$ cat src/rtl/memory_stage_hs.sv
// Memory stage with a valid/ready data-memory port. It holds one instruction,
// issues at most one aligned load or store for it, and returns the load or ALU result.
package memory_stage_hs_pkg;
  typedef struct packed {
    logic [2:0] funct3;
    logic       dmem_r_v;
    logic       dmem_w_v;
    logic       jmp_v;
    logic       br_v;
  } rvga_cword;

  typedef enum logic [1:0] {IDLE, REQ, WAIT, DONE} mem_state_e;
endpackage

// Handshake: the request transfers on a rising edge where dmem_req_v_o and
// dmem_req_ready_i are both 1. Once it is raised, dmem_req_v_o and its address,
// data and mask stay unchanged until that edge. A response is taken only in WAIT.
module memory_stage_hs
  import memory_stage_hs_pkg::*;
#(
  parameter int width_p = 32
) (
  input  logic                   clk_i,
  input  logic                   rst_i,
  input  logic                   v_i,
  input  logic                   stall_v_i,
  input  rvga_cword              cword_i,
  input  logic [width_p-1:0]     alu_result_i,
  input  logic                   bru_result_i,
  input  logic [width_p-1:0]     st_data_i,
  output logic                   dmem_req_v_o,
  input  logic                   dmem_req_ready_i,
  output logic                   dmem_we_o,
  output logic [width_p-1:0]     dmem_addr_o,
  output logic [width_p-1:0]     dmem_data_o,
  output logic [width_p/8-1:0]   dmem_wmask_o,
  input  logic                   dmem_resp_v_i,
  input  logic [width_p-1:0]     dmem_data_i,
  output logic                   mem_busy_o,
  output logic                   misalign_o,
  output logic                   result_v_o,
  output logic [width_p-1:0]     alu_or_ld_result_o,
  output logic                   btaken_o,
  output logic                   br_v_o,
  output mem_state_e             state_o
);
  localparam int bytes_lp  = width_p / 8;
  localparam int offset_lp = $clog2(bytes_lp);

  mem_state_e            state, state_n;
  logic                  v_r;
  rvga_cword             cword_r;
  logic [width_p-1:0]    alu_r;
  logic                  bru_r;
  logic [width_p-1:0]    st_r;
  logic [width_p-1:0]    ld_r;

  logic                  cap;
  logic                  go_req;
  logic                  is_mem_r;
  logic                  is_store_r;
  logic                  is_load_r;
  logic                  access_ok_r;
  logic                  req_act;
  logic [offset_lp-1:0]  off_r;
  logic [bytes_lp-1:0]   size_run;
  logic [width_p-1:0]    st_shift;

  // Illegal funct3 for this width is reported the same way as a misaligned access.
  function automatic logic access_ok(logic is_st, logic [2:0] f3, logic [offset_lp-1:0] off);
    logic legal;
    logic bad;
    bad = 1'b0;
    for (int i = 0; i < offset_lp; i++)
      if (i < int'(f3[1:0])) bad = bad | off[i];
    if (is_st) begin
      legal = ~f3[2] & ((f3[1:0] != 2'b11) | (width_p == 64));
    end else begin
      case (f3)
        3'b000, 3'b001, 3'b010, 3'b100, 3'b101: legal = 1'b1;
        3'b011, 3'b110:                         legal = (width_p == 64);
        default:                                legal = 1'b0;
      endcase
    end
    return legal & ~bad;
  endfunction

  function automatic logic [width_p-1:0] load_ext(logic [width_p-1:0] word, logic [2:0] f3,
                                                  logic [offset_lp-1:0] off);
    logic [width_p-1:0] sh;
    sh = word >> {off, 3'b000};
    case (f3)
      3'b000:  return width_p'($signed(sh[7:0]));
      3'b001:  return width_p'($signed(sh[15:0]));
      3'b010:  return width_p'($signed(sh[31:0]));
      3'b100:  return width_p'(sh[7:0]);
      3'b101:  return width_p'(sh[15:0]);
      3'b110:  return width_p'(sh[31:0]);
      default: return sh;
    endcase
  endfunction

  assign mem_busy_o = (state == REQ) | (state == WAIT);
  assign cap        = ~stall_v_i & ~mem_busy_o;
  assign go_req     = v_i & (cword_i.dmem_r_v | cword_i.dmem_w_v)
                    & access_ok(cword_i.dmem_w_v, cword_i.funct3, alu_result_i[offset_lp-1:0]);

  assign off_r       = alu_r[offset_lp-1:0];
  assign is_mem_r    = cword_r.dmem_r_v | cword_r.dmem_w_v;
  assign is_store_r  = cword_r.dmem_w_v;
  assign is_load_r   = cword_r.dmem_r_v & ~cword_r.dmem_w_v;
  assign access_ok_r = access_ok(is_store_r, cword_r.funct3, off_r);

  always_comb begin
    state_n = state;
    case (state)
      IDLE, DONE: if (cap) state_n = go_req ? REQ : IDLE;
      REQ:        if (dmem_req_ready_i) state_n = WAIT;
      WAIT:       if (dmem_resp_v_i) state_n = DONE;
      default:    state_n = IDLE;
    endcase
  end

  always_ff @(posedge clk_i) begin
    if (rst_i) begin
      state   <= IDLE;
      v_r     <= 1'b0;
      cword_r <= '0;
      alu_r   <= '0;
      bru_r   <= 1'b0;
      st_r    <= '0;
      ld_r    <= '0;
    end else begin
      state <= state_n;
      if (cap) begin
        v_r     <= v_i;
        cword_r <= cword_i;
        alu_r   <= alu_result_i;
        bru_r   <= bru_result_i;
        st_r    <= st_data_i;
      end
      if ((state == WAIT) && dmem_resp_v_i && is_load_r)
        ld_r <= load_ext(dmem_data_i, cword_r.funct3, off_r);
    end
  end

  // Byte-enable run of access size, later shifted into the addressed lanes.
  always_comb begin
    int run_len;
    size_run = '0;
    run_len  = 1 << cword_r.funct3[1:0];
    for (int i = 0; i < bytes_lp; i++)
      size_run[i] = (i < run_len);
  end

  assign st_shift = st_r << {off_r, 3'b000};
  assign req_act  = (state == REQ);

  assign dmem_req_v_o = req_act;
  assign dmem_we_o    = req_act & is_store_r;
  assign dmem_addr_o  = req_act ? {alu_r[width_p-1:offset_lp], {offset_lp{1'b0}}} : '0;
  assign dmem_data_o  = (req_act & is_store_r) ? st_shift : '0;
  assign dmem_wmask_o = (req_act & is_store_r) ? (size_run << off_r) : '0;

  assign misalign_o         = v_r & is_mem_r & ~access_ok_r;
  assign result_v_o         = v_r & (((state == IDLE) & ~is_mem_r) | (state == DONE));
  assign alu_or_ld_result_o = ((state == DONE) & is_load_r) ? ld_r : alu_r;
  assign btaken_o           = v_r & (cword_r.jmp_v | (cword_r.br_v & bru_r));
  assign br_v_o             = v_r & (cword_r.jmp_v | cword_r.br_v);
  assign state_o            = state;
endmodule

$ cat config.mk
export PLATFORM = sky130hd
export DESIGN_NAME = memory_stage_hs
export DESIGN_NICKNAME = d
export VERILOG_FILES = /design/src/rtl/memory_stage_hs.sv
export SDC_FILE = /design/constraint.sdc
export NUM_CORES = 1
export LEC_CHECK = 0
export ABC_AREA = 1
export ABC_CLOCK_PERIOD_IN_PS = 1900
export BUFFER_PORTS_ARGS = -buffer_cell sky130_fd_sc_hd__buf_4
export CAP_MARGIN = 20
export CORE_ASPECT_RATIO = 0.8
export CORE_MARGIN = 3
export CORE_UTILIZATION = 47
export DETAILED_ROUTE_END_ITERATION = 12
export PLACE_DENSITY = 0.77
export SKIP_CTS_REPAIR_TIMING = 1
export SKIP_LAST_GASP = 1
export SLEW_MARGIN = 25
export SYNTH_ARGS = -nofsm -noshare
export SYNTH_HDL_FRONTEND = slang
export SYNTH_SLANG_ARGS = --single-unit
$ cat constraint.sdc
create_clock -name clk_i -period 1.9 [get_ports clk_i]
set_input_delay 0.095 -clock clk_i [delete_from_list [all_inputs] [get_ports clk_i]]
set_output_delay 0.095 -clock clk_i [all_outputs]
set_load 0.1 [all_outputs]
Yosys cells after proc, flatten, opt, wreduce, memory -nomap -nowiden
Index checks and enable logic that the tools add are counted.

word-level totals
  flip-flop bits (word level) = 107
  bits of input ports = 110
  output and inout bits = 109
  logic and storage cells = 100

operators by class
  $lt $le $gt $ge = 8
  equality and inequality tests = 16
  shifts and indexed selects = 4
  mux-type cells = 18
  bitwise gates (word level) = 34
  reductions and logical operators = 9

operators with widths
  operator                count
  $pmux W32 S4            1
  $mux W32                3
  $lt A3 B32 Y1 const A   2
  $lt A1 B32 Y1 const A   1
  $lt A2 B32 Y1 const A   1
  $shl A1 B2 Y32 const A  1
  $shl A32 B5 Y32         1
  $shr A32 B5 Y32         1
  $and A1 B1 Y1           17
  $eq A3 B3 Y1 const B    4
  $ne A2 B2 Y1 const B    5
  $reduce_or A5 Y1        2
  $mux W1                 9
  $not A1 Y1              9
  $lt A1 B2 Y1 const A    4
  $or A1 B1 Y1            8
  $eq A3 B1 Y1 const B    2
  $eq A3 B2 Y1 const B    2
  $logic_not A3 Y1        2
  $mux W2                 3
  $pmux W2 S3             1
  $eq A2 B2 Y1 const B    2
  $mux W4                 1
  $shl A4 B2 Y4           1
  5 further kinds         6

Logic depth before layout (Yosys ltp)
Gate-level depths: netlist of the first run.

  depth after elaboration = 10
  mapped depth = 10
  depth with buffers taken out = 9

Worst setup path after synthesis of the first run
OpenSTA, ideal clock, no wires.

  path type = reg2out
  start point = reg state[0], in the netlist state_o[0]
  end point = out dmem_data_o[0]
  data arrival time = 5.304 ns
  required time = 1.805 ns
  setup slack = -3.499 ns
  cell stages (with the launch flop) = 8
  cells stage by stage = dfxtp_1 > ha_1 > nand2_1 > nor2_1 > inv_2 > nor2_1 > inv_2 > nor2_1

on the way
  cells in the longest elaborated chain, start to end = 3

ends and longest elaborated chain
  item                    RTL line  source
  start, declared         50        mem_state_e state, state_n;
  start signal, assigned  134       state <= state_n;
  $eq A2 B1 Y1            157       assign req_act = (state == REQ);
  via dmem_req_v_o        31        output logic dmem_req_v_o,
  $and A1 B1 Y1           162       assign dmem_data_o = (req_act & is_store_r) ? st_shift : '0;
  $mux W32                162
  end, declared           35        output logic [width_p-1:0] dmem_data_o,

The timed path passes the listed nets, and every way through them passes these cells.

Worst setup path in the final report of the first run
  start point = reg state[1], in the netlist state_o[1]
  end point = out dmem_data_o[31]

on the way
  cells in the longest elaborated chain, start to end = 3

ends and longest elaborated chain
  item           RTL line
  $eq A2 B1 Y1   157
  $and A1 B1 Y1  162
  $mux W32       162

No other way between the ends.

==> summary.md, run 1 <==
| Metric | Value |
|---|---|
| Status | `finished with violations` |
| Pwr Density | `675 nW/um2` |
| Logic depth of the worst register-to-register path | `8` |
| CTS tree | `done` |
| Data arrival, critical path | `1850 ps` |
| Area share of the largest cell type after synthesis | `35.9%` |
| Hold WS | `-3.32 ps` |
| First-pass iteration count of the detailed router | `7` |
| Cell area after synthesis | `5970 um2` |
| Util after Layout | `79.2%` |
| Violated checks | `hold timing, setup timing` |
| Mean routed wirelength per cell | `16.0 um` |
| Y dimension of the die | `107 um` |
| Slew headroom | `66.7%` |
| Final Routed Wirelength | `21100 um` |
| Dominant cell by count in the synthesized netlist | `nand2_1` |
| Met2 Resource Use GR | `42.7%` |
| Longest Clk Path Bufs | `2` |
| GR peak layer | `met2` |
| Post-synthesis register bit count | `107` |
| Clock sink count | `107` |
| Share of cells above drive strength 1 | `36.8%` |
| Post-synthesis to final-layout area growth | `63.2%` |
| Leakage power figure | `0.00414 uW` |
| Final Slew Violations | `0` |
| Final layout net count | `1259` |
| Worst Max-Slew Pin Slew | `499 ps` |
| Clock latency on the worst-skew pair | `340 ps` |
| HPWL reported at the end of detailed placement | `14300 um` |
| Overall routing resource usage | `26.4%` |
| Final setup violation count | `13` |
| Final weighted congestion in routability-driven placement | `0.888` |
| Crit path max-delay cell type | `dfxtp_4` |
| Count of boundary I/O pins | `219` |
| Total clock buffers created by CTS | `9` |
| Synth area leader | `dfxtp_1` |
| Maximum Capacitance Violations | `0` |
| Longest individual stage delay on the worst path | `370 ps` |
| Met1 capacity usage during global routing | `35.1%` |
| Flip-flop cell with the highest count after synthesis | `dfxtp_1` |
| Number of hold violations in the final report | `3` |
| Setup crit start kind | `register` |
| Classification of the worst-slack hold path | `in -> reg` |
| Die Area | `14100 um2` |
| Reg clk slew, reported paths | `70 ps` |
| Area of the core region | `12300 um2` |
| Wire length of the first global-routing pass | `30700 um` |
| Remaining DRCs | `0` |
| CP required | `1800 ps` |
| Final worst clock skew | `8.61 ps` |
| RSZ-0062 raised after global routing | `true` |
| Minimum setup slack in the final design | `-49.2 ps` |
| List of cells traversed by the critical path | `inv_4 -> ha_4 -> nand2_4 -> nor2_4 -> inv_8 -> clkbuf_16 -> o22ai_4 -> buf_12` |
| Mean Syn Cell Area | `6.38 um2` |
| Crit path time final | `1950 ps` |
| Crit path max fanout | `9` |
| Die width | `132 um` |
| Worst setup EP type | `output pin` |
| Start-to-end type of the worst setup path | `reg -> out` |
| Number of DRC violations after detailed-routing iteration 0 | `574` |
| Fin crit share | `103%` |
| Share of async-settable or async-resettable flops after synthesis | `0%` |
| Sequential area share after synthesis | `35.9%` |
| H-tree lvl count | `3` |
| GR Layer Usage met3 | `6.24%` |
| Overall overflow remaining after global route | `0` |
| Via total after detailed routing | `6927` |
| Buffer type at the clock tree root | `clkbuf_16` |
| Count of distinct cell types in the synthesized netlist | `34` |
| Post-layout total power | `6570 uW` |
| Achievable frequency | `0.513 GHz` |
| Number of placement rows | `36` |
| Starting utilization of the core area | `48.5%` |
| Max VDD drop | `478 uV` |
| Largest net degree at the start of global routing | `57` |
| Antenna Nets Post-Route | `0` |
| Total number of yosys warnings | `0` |
| Antenna violations before repair | `0` |
| Worst Hold Depth | `3` |
| Syn Inst Count | `935` |
| Cell types occupying the most area after synthesis | `dfxtp_1, nand2_1, o21ai_0, nor2_1, inv_1` |
| Number of I/O port buffers | `216` |
| Via count of the first global-routing pass | `6206` |
| Most instantiated cells after synthesis | `nand2_1, nor2_1, o21ai_0` |
| Count of flip-flops with a built-in enable after synthesis | `0` |
| Number of antenna cells inserted | `0` |
| Via density per instance | `5.25` |
report_power, final:
group | internal [uW] | switching, uW | leakage [uW]
Clock | 1050 | 825 | 0.000142
Sequential | 2400 | 136 | 0.000883
Combinational | 698 | 1470 | 0.00311
Total | 4150 | 2430 | 0.00414
per-layer routing:
layer  vias up  share of wire, %
met4         0               2.5
met3        39               8.1
met2       322                47
li1       3377                 -
met5         -                 0
met1      3189                42
final timing paths:
kind | from | to | slack (ps)
min | alu_result_i[6] | alu_r[6] | -3
max reg2reg | state_o[1] | alu_r[24] | 130
max | state_o[1] | dmem_data_o[31] | -50
min reg2reg | bru_r | bru_r | 490
worst max-delay path: cells and delay by family (launching register included):
family | cells | cell delay (ps)
buf+inv | 4 | 560
flops | 1 | 370
simple gates | 2 | 250
compound gates | 1 | 190
fa+ha+maj | 1 | 130
registers in the layout (all words and copies together), names as in the netlist:
signal	cells
ld_r	32
state_o	2
st_r	32
cword_r	6
is_store_r	1
bru_r	1
alu_r	32
v_r	1
area by class of cell:
| cell class | count | area [um2] |
|---|---|---|
| clock inverter | 4 | 51.3 |
| timing repair buffer | 259 | 2590 |
| tap | 171 | 214 |
| clock buffer | 11 | 243 |
| inverter | 126 | 611 |
| fill | 907 | 2550 |
| sequential | 107 | 2150 |
| multi-input combinational | 642 | 3880 |
logic make-up after synthesis:
kind of cell             after synthesis  synth area share [%]
multiplexers                          17                  2.87
AO/OA/AOI/OAI                        212                  18.3
buffers and inverters                188                  13.4
AND/OR/NAND/NOR                      406                  28.7
other                                  1                0.0628
adder cells (fa/ha/maj)                4                 0.839
flip-flops                           107                  35.9
cell usage in the layout, fill, tap and decap left out, drive strengths merged:
cell / n
o21ai: 129
inv: 94
o22ai: 16
a221oi: 1
nor3: 1
clkinv: 2
a211oi: 1
bufinv: 1
nand3: 51
mux2i: 16
nand4: 2
ha: 4
nand2: 181
or2: 7
o21a: 1
clkbuf: 13
a21oi: 64
buf: 257
clkinvlp: 33
nor2: 165
conb: 2
dfxtp: 107
mux2: 1
stage by stage:
step | hold slack, ps | setup TNS [ps] | area [um2] | std cells | worst slack, ps
finish | -3.32 | -254 | 9740 | 1320 | -49.2
global route | 10.8 | -3290 | 9740 | 1320 | -121
CTS | -4.51 | -7230 | 9030 | 1307 | -247
detailed placement | 356 | 0 | 8730 | 1292 | 125
global placement | 346 | 0 | 8730 | 1292 | 153
floorplan | 253 | -20520 | 6940 | 936 | -746
Note: power is estimated with default switching activity, not from simulation.
==> inputs of run 2 (changes only) <==
--- a/config.mk
+++ b/config.mk
@@ -9,11 +9,13 @@
 export ABC_CLOCK_PERIOD_IN_PS = 1900
 export BUFFER_PORTS_ARGS = -buffer_cell sky130_fd_sc_hd__buf_4
 export CAP_MARGIN = 20
+export CELL_PAD_IN_SITES_DETAIL_PLACEMENT = 0
+export CELL_PAD_IN_SITES_GLOBAL_PLACEMENT = 2
 export CORE_ASPECT_RATIO = 0.8
 export CORE_MARGIN = 3
-export CORE_UTILIZATION = 47
+export CORE_UTILIZATION = 25
 export DETAILED_ROUTE_END_ITERATION = 12
-export PLACE_DENSITY = 0.77
+export PLACE_DENSITY_LB_ADDON = 0.1
 export SKIP_CTS_REPAIR_TIMING = 1
 export SKIP_LAST_GASP = 1
 export SLEW_MARGIN = 25
==> run 2 against run 1 <==
The flow still finishes with violations (hold timing, setup timing). Count of clock-buffer cells in the layout is 2 higher. Final cell count is 11% higher. Sequential share of layout area is 1.1 points lower. Wire length is 9.5% higher. Critical path type unchanged. Largest power group unchanged.
==> summary.md, run 2 (synthesis gave the netlist of run 1 again) <==
| Metric | Value |
|---|---|
| Data arrival, critical path | `1890 ps (+40 ps)` |
| Antenna violations before repair | `0 (unchanged)` |
| Leakage power figure | `0.00426 uW (+2.9%)` |
| Via density per instance | `4.42 (-16%)` |
| Buffer type at the clock tree root | `clkbuf_16` |
| Top Registers | `alu_r (32), ld_r (32), st_r (32)` |
| Violated checks | `hold timing, setup timing` |
| Final Slew Violations | `0 (unchanged)` |
| Achievable frequency | `0.503 GHz (-2.0%)` |
| Remaining DRCs | `0 (unchanged)` |
| Number of DRC violations after detailed-routing iteration 0 | `262 (-54%)` |
| Largest net degree at the start of global routing | `57 (unchanged)` |
| Status | `finished with violations` |
| CP required | `1800 ps (about the same)` |
| Final std cells w/o fill | `1468 (+11%)` |
| H-tree lvl count | `3 (unchanged)` |
| Overall routing resource usage | `17.0% (-9.3 points)` |
| Number of hold violations in the final report | `18 (+15)` |
| HPWL reported at the end of detailed placement | `17000 um (+18%)` |
| Overall overflow remaining after global route | `0 (unchanged)` |
| Die Area | `25800 um2 (+83%)` |
| Setup crit start kind | `register` |
| Wire length of the first global-routing pass | `34300 um (+12%)` |
| Share of cells above drive strength 1 | `37.1% (+0.28 points)` |
| Clock sink count | `107 (unchanged)` |
| Minimum setup slack in the final design | `-88.1 ps (-38.9 ps)` |
| Die width | `179 um (+35%)` |
| RSZ-0062 raised after global routing | `true` |
| Reg clk slew, reported paths | `70 ps (about the same)` |
| Fin crit share | `105% (+2.0 points)` |
| Crit path time final | `1990 ps (+38.9 ps)` |
| First-pass iteration count of the detailed router | `5 (-2)` |
| CTS tree | `done` |
| Y dimension of the die | `144 um (+35%)` |
| Maximum Capacitance Violations | `0 (unchanged)` |
| Final layout net count | `1271 (+0.95%)` |
| Via total after detailed routing | `6487 (-6.4%)` |
| Area of the core region | `23000 um2 (+87%)` |
| Number of antenna cells inserted | `0 (unchanged)` |
| Mean routed wirelength per cell | `15.8 um (-1.5%)` |
| Max VDD drop | `370 uV (-23%)` |
| Top library cells by usage in the layout, fill and taps aside | `buf_4, nand2_1, nor2_1, dfxtp_1, o21ai_0` |
| Via count of the first global-routing pass | `6134 (-1.2%)` |
| Final worst clock skew | `8.36 ps (-0.252 ps)` |
| Antenna Nets Post-Route | `0 (unchanged)` |
| Number of placement rows | `49 (+36%)` |
| Crit path max fanout | `8 (-1)` |
| Post-synthesis to final-layout area growth | `72.2%` |
| Clock latency on the worst-skew pair | `350 ps (about the same)` |
| Final Routed Wirelength | `23200 um (+9.5%)` |
| Start-to-end type of the worst setup path | `reg -> out` |
| Final sum of negative setup slack | `-1030 ps (-772 ps)` |
| Total clock buffers created by CTS | `9 (unchanged)` |
| Classification of the worst-slack hold path | `in -> reg` |
| Starting utilization of the core area | `26.0% (-23 points)` |
| Hold WS | `-8.52 ps (-5.20 ps)` |
| Post-placement cell count | `1429 (+11%)` |
| Final weighted congestion in routability-driven placement | `0.821 (-7.5%)` |
| Number of I/O port buffers | `216 (unchanged)` |
| Final setup violation count | `25 (+12)` |
| Longest Clk Path Bufs | `2 (unchanged)` |
| Pwr Density | `652 nW/um2 (-3.3%)` |
| Count of boundary I/O pins | `219 (unchanged)` |
| Worst setup EP type | `output pin` |
| Most common library cell in the layout ignoring fill and taps | `buf_4` |
[run 2: changes by cell type in the layout (fill, tap and decap cells not counted), moves of 6 or more]
cell           change
nand2_2            +6
buf_12            +22
nand2_1            -6
dlygate4sd3_1      +6
buf_6             -15
[run 2: final cells by class]
class / instances / area, um2
clock buffer: 13 / 250
inverter: 126 / 618
timing repair buffer: 270 / 2920
sequential: 107 / 2160
tap: 306 / 383
clock inverter: 3 / 46.3
multi-input combinational: 643 / 3900
fill: 2364 / 12700
[run 2: layer usage]
metal	wire length [um]	vias up	track usage, %	share of wire (%)
li1	-	3399	-	-
met1	11400	2925	24.2	49
met2	10300	149	26.5	44
met3	1270	14	3.94	5.5
met4	269	0	3.28	1.2
met5	0	-	0	0
[run 2: metrics by stage]
stage | setup WS (ps) | hold slack [ps] | cell area [um2] | util (%) | total power [uW]
final | -88.1 | -8.52 | 10300 | 44.7 | 6700
after global placement | 129 | 352 | 8960 | 39.0 | 4670
after global routing | -181 | 3.02 | 10300 | 44.7 | 7060
after floorplan | -746 | 253 | 6940 | - | 4070
after CTS | -298 | -22.9 | 9250 | 40.2 | 6640
after detailed placement | 105 | 352 | 8960 | 39.0 | 4670
[run 2: worst max-delay path: stages, from the launching register on]
cell and delay [ps]:
dfxtp_4 370, inv_4 60, ha_4 140, nand2_4 70
nor2_4 200, clkinv_8 120, nor2_4 160, inv_8 90
nor2_4 140, buf_12 180
[run 2: final timing paths]
kind	startpoint	to	slack (ps)	cells past startpoint
min	cword_i[1]	cword_r[1]	-9	3
min reg2reg	cword_r[0]	cword_r[0]	490	2
max reg2reg	state_o[0]	ld_r[14]	80	9
max	state_o[1]	dmem_data_o[4]	-90	9
[run 2: where the power goes]
part / leakage (uW) / switching, uW / internal, uW
Combinational: 0.00323 / 1470 / 764
Clock: 0.000140 / 871 / 1070
Sequential: 0.000884 / 134 / 2400
